[src/rtl/noc_pkg.sv]
// Shared router-wide sizing constants and types for the NoC output channel.
package noc_pkg;

  localparam int FLIT_W = 64;
  localparam int NUM_IN = 4;
  localparam int PTR_W  = $clog2(NUM_IN);

  typedef logic [FLIT_W-1:0] flit_t;
  typedef logic [PTR_W-1:0]  port_idx_t;

endpackage

[src/rtl/output_port_arbiter_rr_pick.sv]
// Round-robin picker: rotate requests so ptr sits at position 0, take the lowest
// set bit, then rotate the result back to an absolute buffer index.
module rr_pick
  import noc_pkg::*;
#(
  parameter int N  = NUM_IN,
  parameter int PW = $clog2(N)
) (
  input  logic [N-1:0]  req,
  input  logic [PW-1:0] ptr,
  output logic [N-1:0]  gnt,
  output logic [PW-1:0] idx,
  output logic          any
);

  // One extra bit so ptr + offset never overflows before the modulo-N fold.
  localparam logic [PW:0] N_W = (PW+1)'(N);

  logic [N-1:0]  rot;
  logic [PW-1:0] off;
  logic [PW:0]   sum;

  genvar gi;
  generate
    for (gi = 0; gi < N; gi++) begin : g_rot
      logic [PW:0]   raw;
      logic [PW-1:0] src;
      assign raw     = {1'b0, ptr} + (PW+1)'(gi);
      assign src     = (raw >= N_W) ? PW'(raw - N_W) : raw[PW-1:0];
      assign rot[gi] = req[src];
    end
  endgenerate

  always_comb begin
    off = '0;
    for (int k = N - 1; k >= 0; k--) begin
      if (rot[k]) off = PW'(k);
    end
    sum = {1'b0, ptr} + {1'b0, off};
    idx = (sum >= N_W) ? PW'(sum - N_W) : sum[PW-1:0];
    any = |req;
    gnt = '0;
    if (any) gnt[idx] = 1'b1;
  end

endmodule

[src/rtl/output_port_arbiter.sv]
// Shares one router output channel among N full input buffers: round-robin grant,
// Mealy RE pulse to the winner, registered flit + WE pulse to the downstream buffer.
module output_port_arbiter
  import noc_pkg::*;
#(
  parameter int N  = NUM_IN,
  parameter int DW = FLIT_W,
  parameter int PW = $clog2(N)
) (
  input  logic            clk,
  input  logic            reset,
  input  logic [N-1:0]    req,
  input  logic [N*DW-1:0] din,
  input  logic            out_ready,
  output logic [N-1:0]    re,
  output logic [DW-1:0]   dout,
  output logic            out_valid,
  output logic [PW-1:0]   ptr
);

  localparam logic [PW-1:0] LAST_IDX = PW'(N - 1);

  logic [N-1:0]  pick_gnt;
  logic [PW-1:0] win_idx;
  logic          pick_any;
  logic          can_grant;
  logic [PW-1:0] ptr_next;
  logic [DW-1:0] win_flit;
  logic [DW-1:0] din_arr [N];

  rr_pick #(
    .N  (N),
    .PW (PW)
  ) u_rr_pick (
    .req (req),
    .ptr (ptr),
    .gnt (pick_gnt),
    .idx (win_idx),
    .any (pick_any)
  );

  genvar gi;
  generate
    for (gi = 0; gi < N; gi++) begin : g_din
      assign din_arr[gi] = din[gi*DW +: DW];
    end
  endgenerate

  // ~out_valid forces a dead cycle: downstream full only rises one edge after WE.
  assign can_grant = out_ready & ~out_valid & pick_any & ~reset;
  assign re        = can_grant ? pick_gnt : '0;
  assign win_flit  = din_arr[win_idx];
  assign ptr_next  = (win_idx == LAST_IDX) ? '0 : win_idx + PW'(1);

  always_ff @(posedge clk) begin
    if (reset) begin
      out_valid <= 1'b0;
      dout      <= '0;
      ptr       <= '0;
    end else if (can_grant) begin
      out_valid <= 1'b1;
      dout      <= win_flit;
      ptr       <= ptr_next;
    end else begin
      out_valid <= 1'b0;
    end
  end

endmodule

[config.mk]
export PLATFORM = sky130hd
export DESIGN_NAME = output_port_arbiter
export DESIGN_NICKNAME = d
export VERILOG_FILES = /design/src/rtl/noc_pkg.sv /design/src/rtl/output_port_arbiter_rr_pick.sv /design/src/rtl/output_port_arbiter.sv
export SDC_FILE = /design/constraint.sdc
export NUM_CORES = 1
export LEC_CHECK = 0
export ABC_AREA = 0
export CAP_MARGIN = 15
export CORE_AREA = 2 2 131 133
export DETAILED_ROUTE_END_ITERATION = 10
export DIE_AREA = 0 0 133 135
export PLACE_DENSITY = 0.74
export SKIP_LAST_GASP = 1
export SYNTH_ARGS = -nofsm -noshare
export SYNTH_HDL_FRONTEND = slang
export SYNTH_HIERARCHICAL = 1
export SYNTH_SLANG_ARGS = --single-unit
[constraint.sdc]
create_clock -name clk -period 3 [get_ports clk]
set_input_delay 0.6 -clock clk [delete_from_list [all_inputs] [get_ports clk]]
set_output_delay 0.6 -clock clk [all_outputs]
set_load 0.1 [all_outputs]
==> metrics.txt <==
status=finished, final reports clean; first-pass GRT wire length=24950 um; wl on met1=6328 um; Layout Nets=around 1000; DRT iter0 DRCs=118; max-slew violations=0; Worst EP required=2400 ps; metal2 WL=7958 um; Sw Pwr=0.004055 W; Fmax achieved=343.5 MHz; # hold bufs at CTS=0; hpwl dp=12990 um; Max H-tree Level=3; Post-Route WL=16120 um; Die Ht=~140 um; clock tree from TritonCTS=built; Worst-path clk slew=60 ps; crit path launch type=primary input; Layout Cells excl Fill=966; worst-skew pair later-pin latency=330 ps; Total Routing Usage GR=17.99%; data arrival time of the critical path=around 2300 ps; syn_nets=676; Clk network pwr share=between 10% and 20%; vias in the first global route=4718; PwrDens=slightly above 1000 nW/um^2; initial antenna violation count=1; Final Setup Violations=0; setup_tns=0 ps; Syn Std Cell Area=4342 sq um; Worst Max-Slew Pin Slew=~600 ps; Fin. Hold Viols=0; clock sink count=67; fillers=1468; mean area per synthesized cell=about 11 sq um; drt drc=0; Net Sw Frac=48.85%; layout cells sized above 1=26.41%; fin area=8219 sq um; top sig layer=met5; initial core utilization=about a quarter; part of the power in registers=between 15 and 20%; P&R area growth vs syn=89.31%; clk_skew=5.096 ps; Yosys warning total=6; Seq cells post-synth=67; drt via density=4.648; Comb power frac=70.9%; Worst VDD drop=between 0.8 and 0.9 mV; max cap viols=0; Max transition margin=60.00%; crit end category=output pin; WL per Instance=between 15 and 20 um; CORE AREA=16410 sq um; Cells after DPL=950; Worst Path Max Fanout=7; area post-placement=7888 sq um; Placer Congestion=0.8173; Hold Path Class=reg2reg; Internal=0.004247 W; DR vias=4490; CTS root buf=clkbuf_16; DRT antenna net count=0; Hold Slack=465.1 ps; Bufs on Longest Clock Path=2; largest net degree at the start of global routing=67; Mapped Cells=about 400; Setup CP Type=in2out; Yosys cell types=33; remaining global-route overflow=0; input/output buffers=333; fin crit share=97.05%; CTS buffer count=9; shortest period the worst path allows=2911 ps; LEAKAGE=roughly 3.1 nW; Chip Width=133 um; sequential share of the synthesized area=30.89%; row count=47; # diodes=0; DR pass1 iterations=4; WL met3=1309 um; die area=17960 sq um; I/O pin count=about 330
==> worst paths after layout <==
kind	start	endpoint	slack [ps]	cells after the start
setup reg to reg	ptr[1]	dout[17]	490	9
setup / recovery	req[0]	re[2]	90	9
hold / removal	dout[8]	dout[8]	470	2
hold reg to reg	dout[8]	dout[8]	470	2
==> placed cells by master, fill, tap and decap left out, types with 2 or more instances in the layout <==
cell type        Yosys  final
and2_4               0      3
o21ai_1             49     49
nor2_1               5      4
nand2b_1            67     67
clkbuf_16            0      9
buf_12               0     10
clkdlybuf4s50_1      0    257
dfxtp_1             67     65
nand2_1             71     71
clkbuf_2             0      3
buf_4                6     86
mux4_2              64     64
mux2i_1              5      5
inv_1                2      2
o21ai_0             17     16
clkbuf_1            13      4
buf_2               13      2
==> repair_timing <==
| action | CTS | global route |
|---|---|---|
| endpoints found under the setup margin | 22 | 4 |
| setup buffers | 0 | 0 |
| gates resized for setup | 15 | 12 |
| pin swaps | 0 | 3 |
==> per-stage QoR <==
step / total power [W] / setup slack, ps / utilization, %
after floorplan: 0.005807 / 22.08 / -
after CTS: 0.008367 / -0.6584 / 50.01
after global placement: 0.007222 / -443.3 / 48.07
after global routing: 0.008741 / -9.668 / 50.10
after detailed placement: 0.007250 / -475.0 / 48.07
final: 0.008302 / 88.57 / 50.10
==> worst max-delay path, cell delays in order <==
cell	delay, ps
buf_2	140
or4_4	550
nand3_4	100
ha_4	180
xor2_2	170
nand2_1	90
mux2i_1	130
and2_4	180
buf_12	170
==> cell usage after synthesis <==
master    number  area [sq um]
nand2_1       71         266.5
dfxtp_1       67          1341
nand2b_1      67         419.2
mux4_2        64          1441
o21ai_1       49         245.2
o21ai_0       17         85.08
buf_2         13         65.06
clkbuf_1      13         48.80
buf_6          7         78.83
buf_4          6         45.04
mux2i_1        5         50.05
nor2_1         5         18.77
and2_1         4         25.02
ha_1           2         25.02
inv_1          2         7.510
xnor2_1        2         17.52
a31oi_1        1         6.260
a32oi_4        1         27.53
and2b_1        1         7.510
mux2_4         1         15.01
nand3_1        1         5.000
nand3b_1       1         7.510
nor2b_1        1         6.260
nor3_1         1         5.000
nor4_1         1         6.260
nor4bb_1       1         10.01
o211ai_1       1         7.510
o22ai_1        1         6.260
o22ai_4        1         20.02
o311ai_0       1         8.760
or2_1          1         6.260
or4_1          1         7.510
xor2_1         1         8.760
==> cell families (layout without fill, tap and decap cells) <==
group	Yosys count	in the layout	synth area share (%)
compound gates	72	72	9.366
flops	67	67	30.89
mux	70	70	34.70
simple gates	156	156	18.21
xor+xnor	3	3	0.6053
buf+inv	41	376	5.649
fa+ha+maj	2	2	0.5763
==> registers in the layout, summed over array words and instances, names as in the netlist <==
signal / count
dout: 64
ptr: 2
out_valid: 1
==> power groups by stage <==
stage / logic [W] / clock network, W / registers (W)
6_report: 0.00589 / 0.00105 / 0.00136
5_1_grt: 0.00621 / 0.00113 / 0.00140
4_1_cts: 0.00592 / 0.00109 / 0.00135
3_5_place_dp: 0.00589 / 0 / 0.00136
3_3_place_gp: 0.00587 / 0 / 0.00135
2_1_floorplan: 0.00251 / 0 / 0.00329
==> per-layer routing <==
layer	up-vias	track usage, %
li1	2150	-
met1	2089	20.80
met2	215	30.69
met3	34	5.480
met4	2	8.244
met5	-	0
==> cell type report <==
type                       instances  area, sq um  share of cell area, %
timing repair buffer             358         3443                  41.89
tap                              220        275.3                  3.349
multi-input combinational        303         2858                  34.77
clock inverter                     2        35.03                 0.4262
clock buffer                      14        254.0                  3.090
sequential                        67         1346                  16.38
inverter                           2        7.507                0.09134
Note: power is estimated with default switching activity, not from simulation.
